### src/rtl/i2c_master_pkg.sv
// ---------------------------------------------------------------------------
// i2c_master_pkg
// Shared types and helpers for the I2C master datapath.
//   bit_op_ctrl_e / bit_op_t : one bus-level operation for bit_operation.
//   OPS_PER_BYTE, MAX_OPS    : op-count constants for one register transaction.
//   seq_field_e              : which byte/field of a transaction is being expanded.
//   byte_ops()               : the op at index 0..8 of one byte (8 bits + ACK slot).
//   op_count()               : total ops for a transaction shape.
// ---------------------------------------------------------------------------
package i2c_master_pkg;

    typedef enum logic [1:0] {
        SEND        = 2'd0,
        RECEIVE     = 2'd1,
        RECEIVE_ACK = 2'd2,
        RESTART     = 2'd3
    } bit_op_ctrl_e;

    typedef struct packed {
        bit_op_ctrl_e ctrl;
        logic         data;
    } bit_op_t;

    localparam int OPS_PER_BYTE = 9;
    localparam int MAX_OPS      = 55;

    typedef enum logic [3:0] {
        F_DEVW    = 4'd0,
        F_REG_HI  = 4'd1,
        F_REG_LO  = 4'd2,
        F_DATA_HI = 4'd3,
        F_DATA_LO = 4'd4,
        F_RESTART = 4'd5,
        F_DEVR    = 4'd6,
        F_RD_HI   = 4'd7,
        F_RD_LO   = 4'd8
    } seq_field_e;

    // Indices 0..7 carry the byte MSB first; index 8 is the acknowledge slot.
    // For a byte we transmit, the slave acknowledges (RECEIVE_ACK). For a byte
    // we receive, we drive the acknowledge ourselves: 0 = ACK, 1 = NACK on last.
    function automatic bit_op_t byte_ops(input logic [7:0] data_byte,
                                         input logic       is_read,
                                         input logic       last,
                                         input logic [3:0] idx);
        bit_op_t    op;
        logic [2:0] bit_sel;
        op.ctrl = SEND;
        op.data = 1'b0;
        bit_sel = 3'd7 - idx[2:0];
        if (idx < 4'd8) begin
            if (is_read) op.ctrl = RECEIVE;
            else         op.data = data_byte[bit_sel];
        end else begin
            if (is_read) op.data = last;
            else         op.ctrl = RECEIVE_ACK;
        end
        return op;
    endfunction

    function automatic logic [5:0] op_count(input logic rnw,
                                            input logic addr_2b,
                                            input logic data_2b);
        int na;
        int nd;
        int n;
        na = addr_2b ? 2 : 1;
        nd = data_2b ? 2 : 1;
        if (rnw) n = OPS_PER_BYTE * (1 + na) + 1 + OPS_PER_BYTE * (1 + nd);
        else     n = OPS_PER_BYTE * (1 + na + nd);
        return 6'(n);
    endfunction

endpackage

### src/rtl/i2c_transaction_sequencer.sv
// ---------------------------------------------------------------------------
// i2c_transaction_sequencer
// Register-level front end of the I2C master. Expands one register read or
// write request into the bit_op_t stream for bit_operation, starts it, waits
// for completion, assembles read data from the rx queue and returns a
// one-cycle response.
//
// Ports:
//   clk_i, rst_n_i          clock, asynchronous active-low reset
//   req_*                   request handshake and fields (captured in IDLE)
//   bit_op_o/push_bit_op_o  op queue write port of bit_operation
//   start_o                 start pulse to bit_operation
//   op_busy_i/op_done_i/op_error_i  bit_operation status
//   rx_bit_i/rx_bit_queue_empty_i/pull_rx_bit_o  rx queue read port
//   resp_valid_o/resp_error_o/resp_rd_data_o     completion response
// ---------------------------------------------------------------------------
module i2c_transaction_sequencer
    import i2c_master_pkg::*;
#(
    parameter int TIMEOUT_CYCLES = 2000000,
    parameter int OP_QUEUE_DEPTH = 64
) (
    input  logic          clk_i,
    input  logic          rst_n_i,
    input  logic          req_valid_i,
    output logic          req_ready_o,
    input  logic          req_rnw_i,
    input  logic [6:0]    req_dev_addr_i,
    input  logic          req_addr_2b_i,
    input  logic          req_data_2b_i,
    input  logic [15:0]   req_reg_addr_i,
    input  logic [15:0]   req_wr_data_i,
    output bit_op_t       bit_op_o,
    output logic          push_bit_op_o,
    output logic          start_o,
    input  logic          op_busy_i,
    input  logic          op_done_i,
    input  logic          op_error_i,
    input  logic          rx_bit_i,
    input  logic          rx_bit_queue_empty_i,
    output logic          pull_rx_bit_o,
    output logic          resp_valid_o,
    output logic          resp_error_o,
    output logic [15:0]   resp_rd_data_o
);

    localparam int TO_W = $clog2(TIMEOUT_CYCLES + 1);

    // A full 2-byte-address, 2-byte-data read must fit in the op queue,
    // because every op is pushed before start.
    generate
        if (OP_QUEUE_DEPTH < MAX_OPS) begin : g_depth_check
            $error("OP_QUEUE_DEPTH too small for a full register transaction");
        end
    endgenerate

    typedef enum logic [2:0] {
        S_IDLE      = 3'd0,
        S_PUSH      = 3'd1,
        S_START     = 3'd2,
        S_WAIT_DONE = 3'd3,
        S_PULL      = 3'd4,
        S_DRAIN     = 3'd5,
        S_RESP      = 3'd6
    } state_e;

    state_e      r_state;
    state_e      w_next_state;

    // Captured request
    logic        r_rnw;
    logic [6:0]  r_dev;
    logic        r_a2;
    logic        r_d2;
    logic [15:0] r_reg;
    logic [15:0] r_wr;

    // Op generation
    seq_field_e  r_field;
    seq_field_e  w_next_field;
    logic [3:0]  r_bit_idx;
    logic [5:0]  r_op_cnt;
    logic [5:0]  r_op_total;
    bit_op_t     w_cur_op;
    logic        w_field_end;
    logic        w_last_op;

    // Completion / read-back
    logic [TO_W-1:0] r_to_cnt;
    logic            w_to_hit;
    logic [4:0]      r_bits_rem;
    logic [15:0]     r_shift;
    logic            r_err;
    logic            w_set_err;
    logic [15:0]     r_resp_data;
    logic            w_accept;
    logic            w_pull;
    logic            w_push;

    assign w_accept    = (r_state == S_IDLE) && req_valid_i;
    assign w_field_end = (r_field == F_RESTART) || (r_bit_idx == 4'd8);
    assign w_last_op   = (r_op_cnt == (r_op_total - 6'd1));
    assign w_to_hit    = (r_to_cnt == TO_W'(TIMEOUT_CYCLES - 1));

    // ------------------------------------------------------------------
    // Op selection: field + bit index -> bit_op_t
    // ------------------------------------------------------------------
    always_comb begin
        w_cur_op = '0;
        case (r_field)
            F_DEVW:    w_cur_op = byte_ops({r_dev, 1'b0}, 1'b0, 1'b0, r_bit_idx);
            F_REG_HI:  w_cur_op = byte_ops(r_reg[15:8],   1'b0, 1'b0, r_bit_idx);
            F_REG_LO:  w_cur_op = byte_ops(r_reg[7:0],    1'b0, 1'b0, r_bit_idx);
            F_DATA_HI: w_cur_op = byte_ops(r_wr[15:8],    1'b0, 1'b0, r_bit_idx);
            F_DATA_LO: w_cur_op = byte_ops(r_wr[7:0],     1'b0, 1'b0, r_bit_idx);
            F_RESTART: begin
                w_cur_op.ctrl = RESTART;
                w_cur_op.data = 1'b0;
            end
            F_DEVR:    w_cur_op = byte_ops({r_dev, 1'b1}, 1'b0, 1'b0, r_bit_idx);
            F_RD_HI:   w_cur_op = byte_ops(8'h00,         1'b1, 1'b0, r_bit_idx);
            F_RD_LO:   w_cur_op = byte_ops(8'h00,         1'b1, 1'b1, r_bit_idx);
            default:   w_cur_op = '0;
        endcase
    end

    // Field order on the wire. The final field has no successor; the op
    // counter ends the push phase there.
    always_comb begin
        w_next_field = r_field;
        case (r_field)
            F_DEVW:    w_next_field = r_a2 ? F_REG_HI : F_REG_LO;
            F_REG_HI:  w_next_field = F_REG_LO;
            F_REG_LO:  w_next_field = r_rnw ? F_RESTART : (r_d2 ? F_DATA_HI : F_DATA_LO);
            F_DATA_HI: w_next_field = F_DATA_LO;
            F_RESTART: w_next_field = F_DEVR;
            F_DEVR:    w_next_field = r_d2 ? F_RD_HI : F_RD_LO;
            F_RD_HI:   w_next_field = F_RD_LO;
            default:   w_next_field = r_field;
        endcase
    end

    // ------------------------------------------------------------------
    // FSM next state and outputs
    // ------------------------------------------------------------------
    always_comb begin
        w_next_state = r_state;
        req_ready_o  = 1'b0;
        w_push       = 1'b0;
        bit_op_o     = '0;
        start_o      = 1'b0;
        w_pull       = 1'b0;
        resp_valid_o = 1'b0;
        resp_error_o = 1'b0;
        w_set_err    = 1'b0;
        case (r_state)
            S_IDLE: begin
                req_ready_o = 1'b1;
                if (req_valid_i) w_next_state = S_PUSH;
            end
            S_PUSH: begin
                w_push   = 1'b1;
                bit_op_o = w_cur_op;
                if (w_last_op) w_next_state = S_START;
            end
            S_START: begin
                // Hold off while bit_operation is still busy from earlier work.
                if (!op_busy_i) begin
                    start_o      = 1'b1;
                    w_next_state = S_WAIT_DONE;
                end
            end
            S_WAIT_DONE: begin
                if (op_done_i) begin
                    if (op_error_i) begin
                        w_set_err    = 1'b1;
                        w_next_state = S_DRAIN;
                    end else if (r_rnw) begin
                        w_next_state = S_PULL;
                    end else begin
                        w_next_state = S_DRAIN;
                    end
                end else if (w_to_hit) begin
                    w_set_err    = 1'b1;
                    w_next_state = S_DRAIN;
                end
            end
            S_PULL: begin
                if (r_bits_rem == 5'd0) begin
                    w_next_state = S_DRAIN;
                end else if (!rx_bit_queue_empty_i) begin
                    w_pull = 1'b1;
                    if (r_bits_rem == 5'd1) w_next_state = S_DRAIN;
                end else begin
                    // Fewer bits came back than the transaction received.
                    w_set_err    = 1'b1;
                    w_next_state = S_DRAIN;
                end
            end
            S_DRAIN: begin
                if (!rx_bit_queue_empty_i) w_pull = 1'b1;
                else                       w_next_state = S_RESP;
            end
            S_RESP: begin
                resp_valid_o = 1'b1;
                resp_error_o = r_err;
                w_next_state = S_IDLE;
            end
            default: w_next_state = S_IDLE;
        endcase
    end

    assign push_bit_op_o  = w_push;
    assign pull_rx_bit_o  = w_pull;
    assign resp_rd_data_o = r_resp_data;

    // ------------------------------------------------------------------
    // Control state
    // ------------------------------------------------------------------
    always_ff @(posedge clk_i or negedge rst_n_i) begin
        if (!rst_n_i) begin
            r_state     <= S_IDLE;
            r_field     <= F_DEVW;
            r_bit_idx   <= 4'd0;
            r_op_cnt    <= 6'd0;
            r_op_total  <= 6'd0;
            r_to_cnt    <= '0;
            r_bits_rem  <= 5'd0;
            r_err       <= 1'b0;
            r_resp_data <= 16'h0000;
        end else begin
            r_state <= w_next_state;
            case (r_state)
                S_IDLE: begin
                    if (req_valid_i) begin
                        r_field    <= F_DEVW;
                        r_bit_idx  <= 4'd0;
                        r_op_cnt   <= 6'd0;
                        r_op_total <= op_count(req_rnw_i, req_addr_2b_i, req_data_2b_i);
                        r_bits_rem <= req_data_2b_i ? 5'd16 : 5'd8;
                        r_err      <= 1'b0;
                    end
                end
                S_PUSH: begin
                    r_op_cnt <= r_op_cnt + 6'd1;
                    if (w_field_end) begin
                        r_field   <= w_next_field;
                        r_bit_idx <= 4'd0;
                    end else begin
                        r_bit_idx <= r_bit_idx + 4'd1;
                    end
                end
                S_START:     r_to_cnt <= '0;
                S_WAIT_DONE: r_to_cnt <= r_to_cnt + 1'b1;
                S_PULL: begin
                    if (w_pull) r_bits_rem <= r_bits_rem - 5'd1;
                end
                default: ;
            endcase
            if (w_set_err) r_err <= 1'b1;
            // Read data is published only for an error-free read; it then
            // holds until the next response.
            if (r_state == S_DRAIN && w_next_state == S_RESP)
                r_resp_data <= (r_err || !r_rnw) ? 16'h0000 : r_shift;
        end
    end

    // ------------------------------------------------------------------
    // Request fields and read shift register (no reset needed: always
    // loaded on accept before use)
    // ------------------------------------------------------------------
    always_ff @(posedge clk_i) begin
        if (w_accept) begin
            r_rnw   <= req_rnw_i;
            r_dev   <= req_dev_addr_i;
            r_a2    <= req_addr_2b_i;
            r_d2    <= req_data_2b_i;
            r_reg   <= req_addr_2b_i ? req_reg_addr_i : {8'h00, req_reg_addr_i[7:0]};
            r_wr    <= req_data_2b_i ? req_wr_data_i  : {8'h00, req_wr_data_i[7:0]};
            r_shift <= 16'h0000;
        end else if (r_state == S_PULL && w_pull) begin
            // Bits arrive MSB first; shifting in at the LSB leaves a single
            // byte zero-extended.
            r_shift <= {r_shift[14:0], rx_bit_i};
        end
    end

endmodule

### config.mk
export PLATFORM = sky130hd
export DESIGN_NAME = i2c_transaction_sequencer
export DESIGN_NICKNAME = d
export VERILOG_FILES = /design/src/rtl/i2c_master_pkg.sv /design/src/rtl/i2c_transaction_sequencer.sv
export SDC_FILE = /design/constraint.sdc
export NUM_CORES = 1
export LEC_CHECK = 0
export CAP_MARGIN = 20
export CORE_MARGIN = 2
export CORE_UTILIZATION = 56
export CTS_CLUSTER_SIZE = 28
export DETAILED_ROUTE_END_ITERATION = 10
export GPL_TIMING_DRIVEN = 0
export PLACE_DENSITY = 0.8
export SYNTH_ARGS = -nofsm -noshare
export SYNTH_HDL_FRONTEND = slang
export SYNTH_SLANG_ARGS = --single-unit
### constraint.sdc
create_clock -name clk_i -period 3 [get_ports clk_i]
set_input_delay 0.45 -clock clk_i [delete_from_list [all_inputs] [get_ports clk_i]]
set_output_delay 0.45 -clock clk_i [all_outputs]
set_load 0.05 [all_outputs]
-- Yosys cells after proc, flatten, opt, wreduce, memory -nomap -nowiden
Cells that the tools add are included.
- flip-flop bits (word level): 124
- bits in latches: 0
- RAM bits: 0
- bits in read-only memories: 0
- input port bits: 50
- output and inout bits: 25
- word-level logic and storage cells: 150
- memories: 0
- $add $sub $neg: 11
- multipliers: 3
- divide/modulo/power cells: 0
- order comparisons: 2
- eq/ne operators: 23
- shift operators: 0
- muxes and demuxes: 74
- bitwise operators: 0
- reductions and logical operators: 19
- operator list (operator ; number):
    $pmux 21 s2 ; 1
    $mux 3 ; 12
    $mux 1 ; 30
    $pmux 4 s7 ; 1
    $pmux 3 s9 ; 1
    $add 21x1->21 const B ; 1
    $eq 21x21->1 const B ; 1
    $bmux 1 s3 ; 6
    $pmux 3 s6 ; 1
    $eq 4x3->1 const B ; 4
    $mux 16 ; 1
    $mux 4 ; 4
    $pmux 4 s2 ; 2
    $mux 5 ; 3
    $eq 3x3->1 const B ; 4
    $mul 4x3->6 const A ; 2
    $mux 2 ; 6
    $mux 6 ; 2
    $pmux 6 s2 ; 1
    $pmux 5 s2 ; 1
    $reduce_bool 2->1 ; 5
    $eq 4x2->1 const B ; 2
    $eq 4x4->1 const B ; 2
    $ne 8x2->1 const B ; 1
    28 further kinds ; 38

-- Logic depth before layout (Yosys ltp)
- depth after elaboration: 7
- mapped depth: 7
- gate-level depth less buffers: 7

-- Worst setup path before layout
OpenSTA, ideal clock, no wires.
- kind: flip-flop to flip-flop
- from: reg r_state[1]
- to: reg r_a2 (enable)
- library setup time: 423 ps
- arrival time: 3453 ps
- required time: 2577 ps
- setup slack: -875 ps
- stages on the path, launching flop included: 5
- path buffers: 1
- clock period less this slack: 3875 ps
- cell sequence: dfrtp_1 -> nor3_1 -> nand2_1 -> inv_2 -> clkbuf_1
- longest elaborated chain between the ends: 2
- ends and longest elaborated chain (item ; RTL line ; text):
    from (decl) ; i2c_transaction_sequencer.sv:67 ; state_e r_state;
    from (signal assigned) ; i2c_transaction_sequencer.sv:232 ; r_state <= w_next_state;
    $logic_not 3->1 ; i2c_transaction_sequencer.sv:100 ; assign w_accept = (r_state == S_IDLE) && req_valid_i;
    $logic_and 1x1->1 ; i2c_transaction_sequencer.sv:100 ;
    via w_accept ; i2c_transaction_sequencer.sv:96 ; logic w_accept;
    to (signal assigned) ; i2c_transaction_sequencer.sv:276 ; r_a2 <= req_addr_2b_i;
    to (decl) ; i2c_transaction_sequencer.sv:73 ; logic r_a2;
The timed path passes the listed nets, and every way through them passes these cells.
A chain may end at the register's enable or synchronous reset.

==> metrics <==
status=completed; Req. time, crit path=roughly 2.6 ns; crit path to=bit_op_o[0]; layout cell share with drive strength beyond 1=0.1059; worst clock skew=roughly 0.0083 ns; core area=just over 10,000 um^2; dpl hpwl=approximately 9600 um; Mapped Area=just under 6000 um^2; Top delay family on crit path=compound AO/OA/AOI/OAI gates; grt ovf=0; most used cell, CP=buf_6; cell row count=37; Critical Path Max Stage Delay=between 0.6 and 0.7 ns; CTS tree=yes; Worst-Margin Slew=between 0.8 and 0.9 ns; PortBufs=74; fin. max-slew vios=0; met2 Use GR=0.4317; H-tree lvl count=4; CTS Buffer Depth=2; crit-path cells=buf_6 -> buf_12 -> buf_4 -> a2111oi_1 -> a2111oi_4 -> a41oi_2 -> a211oi_2 -> buf_6; drt drc=0; Top Ports=between 70 and 80; synthesized instance count=about 600; yosys warns=0; Crit. path cell count=8; area grow syn2layout=27.91%; die area=11,480 um^2; clock latency on the worst-skew pair=approximately 0.54 ns; Crit Path Category=reg -> out; Root Driver=clkbuf_8; first-pass GRT wire length=between 20,000 and 25,000 um; max reg flops=21; Top reg by flops=r_to_cnt; Power Dens Cells=a little under 900 nW/um^2; routed wire length=~15,000 um; fill count=approximately 700; minimum clock period=2.993 ns; Die Ht=107.1 um; max cap viols=0; Worst-path clk slew=about 0.06 ns; Crit Path Max Fanout=7; clk sinks=between 100 and 150; reg2reg path depth=6; Initial Util=0.5770; met1 usage=0.3356; post-route antenna net violation count=0; vias in the first global route=about 4,800; R2R Setup Slk=around 0.61 ns; origin of the worst setup path=r_bit_idx[0]$_DFFE_PN0P_; Worst setup SP type=flip-flop; routed length per instance=roughly 17 um; syn avg cell area=between 10 and 15 um^2; RSZ-0062 raised after global routing=yes; M3 GR Usage=0.06322; FMAX=0.3341 GHz; hold crit path type=in -> async; crit end category=output pin; sequential share of the synthesized area=0.5427; Iter 0 DRT Violations=419; ys async rst share=0.5323; slew margin rel.=0.4180; Nets=roughly 760; GR Util All Layers=0.2638; Tcrit/Tclk final=0.9977; Setup-failing EPs final=0; initial antenna violation count=0; Placed Area=~6900 um^2; CTS hold repair buffers=0; DR vias=~4,900; layer with the highest usage=met2; Yosys cell types=63; Detailed Routing Iterations Pass 1=5; WP data arrival=2.54 ns; CP bufs+invs=4; Worst IR Drop VDD=601.3 uV; Synth Register Bits=between 100 and 150; Post-synth EDFFs=42; Final Hold Fails=0; post-route cell area=around 7600 um^2; CP max stage cell=a2111oi_1; total CTS buffers=17; Die Width=around 110 um; Top FF cell, synth=dfrtp_1; reg2reg end=r_bits_rem[3]$_DFFE_PN0P_; R2R Path Start=r_state[0]$_DFF_PN0_; Post-Syn Nets=about 660; RD Place Congestion=approximately 0.91; hold slack=about 0.020 ns; Vias/cell=approximately 5.9; Antenna Diode Count=0; largest net degree at the start of global routing=67; leakage=3.115 nW; total power=0.006788 W
[what timing repair did]
action / CTS / global route
setup endpoints to repair: 7 / 4
setup buffers: 0 / 7
resized for setup: 18 / 27
pin swaps: 0 / 2
[through the flow]
stage	util	setup WS (ns)	cells	TNS (ns)
3_3_place_gp	0.6663	-0.6837	804	-44.98
5_1_grt	0.7381	-0.1422	844	-0.1422
2_1_floorplan	-	0.2038	594	0
4_1_cts	0.7237	-0.1979	836	-0.1979
6_report	0.7381	0.006895	844	0
3_5_place_dp	0.6661	-0.2831	804	-0.2831
[how the worst min path moves through the flow]
stage                                             start                             to  slack, ns  cells after the start
after global placement         r_shift[15]$_SDFFE_PP0P_       r_shift[15]$_SDFFE_PP0P_       0.45                      2
final                                           rst_n_i        r_op_cnt[5]$_DFFE_PN0P_       0.02                      1
after detailed placement  resp_rd_data_o[7]$_DFFE_PN0P_  resp_rd_data_o[7]$_DFFE_PN0P_       0.46                      2
after floorplan                                 rst_n_i       r_bit_idx[0]$_DFFE_PN0P_       0.15                      0
after global routing                            rst_n_i        r_op_cnt[5]$_DFFE_PN0P_       0.07                      1
after CTS                                       rst_n_i        r_op_cnt[5]$_DFFE_PN0P_       0.05                      1
[Yosys cell counts, drive strengths merged, types with 2 or more instances]
| cell type | number | share of area |
|---|---|---|
| and3 | 7 | 0.0074 |
| a31oi | 4 | 0.0042 |
| xnor2 | 7 | 0.010 |
| nor3 | 13 | 0.011 |
| nor4 | 10 | 0.011 |
| or3 | 2 | 0.0021 |
| and2 | 18 | 0.019 |
| a41oi | 2 | 0.0029 |
| a2111oi | 2 | 0.0029 |
| nand3 | 34 | 0.029 |
| mux4 | 8 | 0.030 |
| o22a | 2 | 0.0029 |
| nor2b | 11 | 0.012 |
| clkbuf | 22 | 0.014 |
| a21oi | 30 | 0.025 |
| o211ai | 2 | 0.0025 |
| or3b | 2 | 0.0029 |
| nand4 | 6 | 0.0063 |
| nand2b | 7 | 0.0074 |
| xor2 | 8 | 0.012 |
| and4 | 2 | 0.0029 |
| nand3b | 4 | 0.0050 |
| a22o | 3 | 0.0044 |
| o21ai | 39 | 0.033 |
| nand2 | 116 | 0.073 |
| nor4b | 2 | 0.0029 |
| o31ai | 6 | 0.0076 |
| a211oi | 3 | 0.0055 |
| edfxtp | 42 | 0.21 |
| inv | 17 | 0.011 |
| ha | 12 | 0.025 |
| buf | 6 | 0.0048 |
| nor2 | 30 | 0.019 |
| mux2i | 9 | 0.015 |
| dfrtp | 66 | 0.28 |
| a211o | 2 | 0.0029 |
| dfxtp | 16 | 0.054 |
| o21a | 2 | 0.0025 |
| mux2 | 2 | 0.0038 |
[layout make-up]
| cell class | instances | area [um^2] | share of cell area |
|---|---|---|---|
| Inverter | 18 | 67.56 | 0.008867 |
| Sequential cell | 124 | 3234 | 0.4245 |
| Buffer | 28 | 141.4 | 0.01856 |
| Clock inverter | 12 | 171.4 | 0.02250 |
| Multi-Input combinational cell | 424 | 2610 | 0.3425 |
| Timing Repair Buffer | 82 | 799.5 | 0.1049 |
| Clock buffer | 20 | 425.4 | 0.05583 |
| Tap cell | 136 | 170.2 | 0.02233 |
[power by group]
| part | internal (W) | switching [W] |
|---|---|---|
| registers | 0.00210 | 0.000260 |
| logic | 0.000931 | 0.00141 |
| clock network | 0.00135 | 0.000744 |
[logic make-up after synthesis]
kind of cell | synth area share
adder cells (fa/ha/maj) | 0.02520
AO/OA/AOI/OAI | 0.1145
buffers and inverters | 0.03024
flip-flops | 0.5427
multiplexers | 0.04915
XOR/XNOR | 0.02205
AND/OR/NAND/NOR | 0.2161
[layout by cell type, fill, tap and decap left out, types with 16 or more instances in the layout]
cell,netlist,routed
nand2_1,116,116
clkdlybuf4s50_1,0,65
dfrtp_1,66,65
edfxtp_1,42,42
o21ai_0,36,36
nand3_1,34,34
a21oi_1,30,30
nor2_1,30,30
clkbuf_1,21,20
and2_1,18,18
inv_1,16,16
clkbuf_16,0,16
dfxtp_1,16,16
[metal layers]
| layer | routed length (um) | vias to the layer above |
|---|---|---|
| met5 | 0 | - |
| met2 | 7362 | 192 |
| met3 | 981 | 23 |
| met1 | 6005 | 2405 |
| li1 | - | 2321 |
| met4 | 221 | 0 |
(Power assumes the default switching activity.)
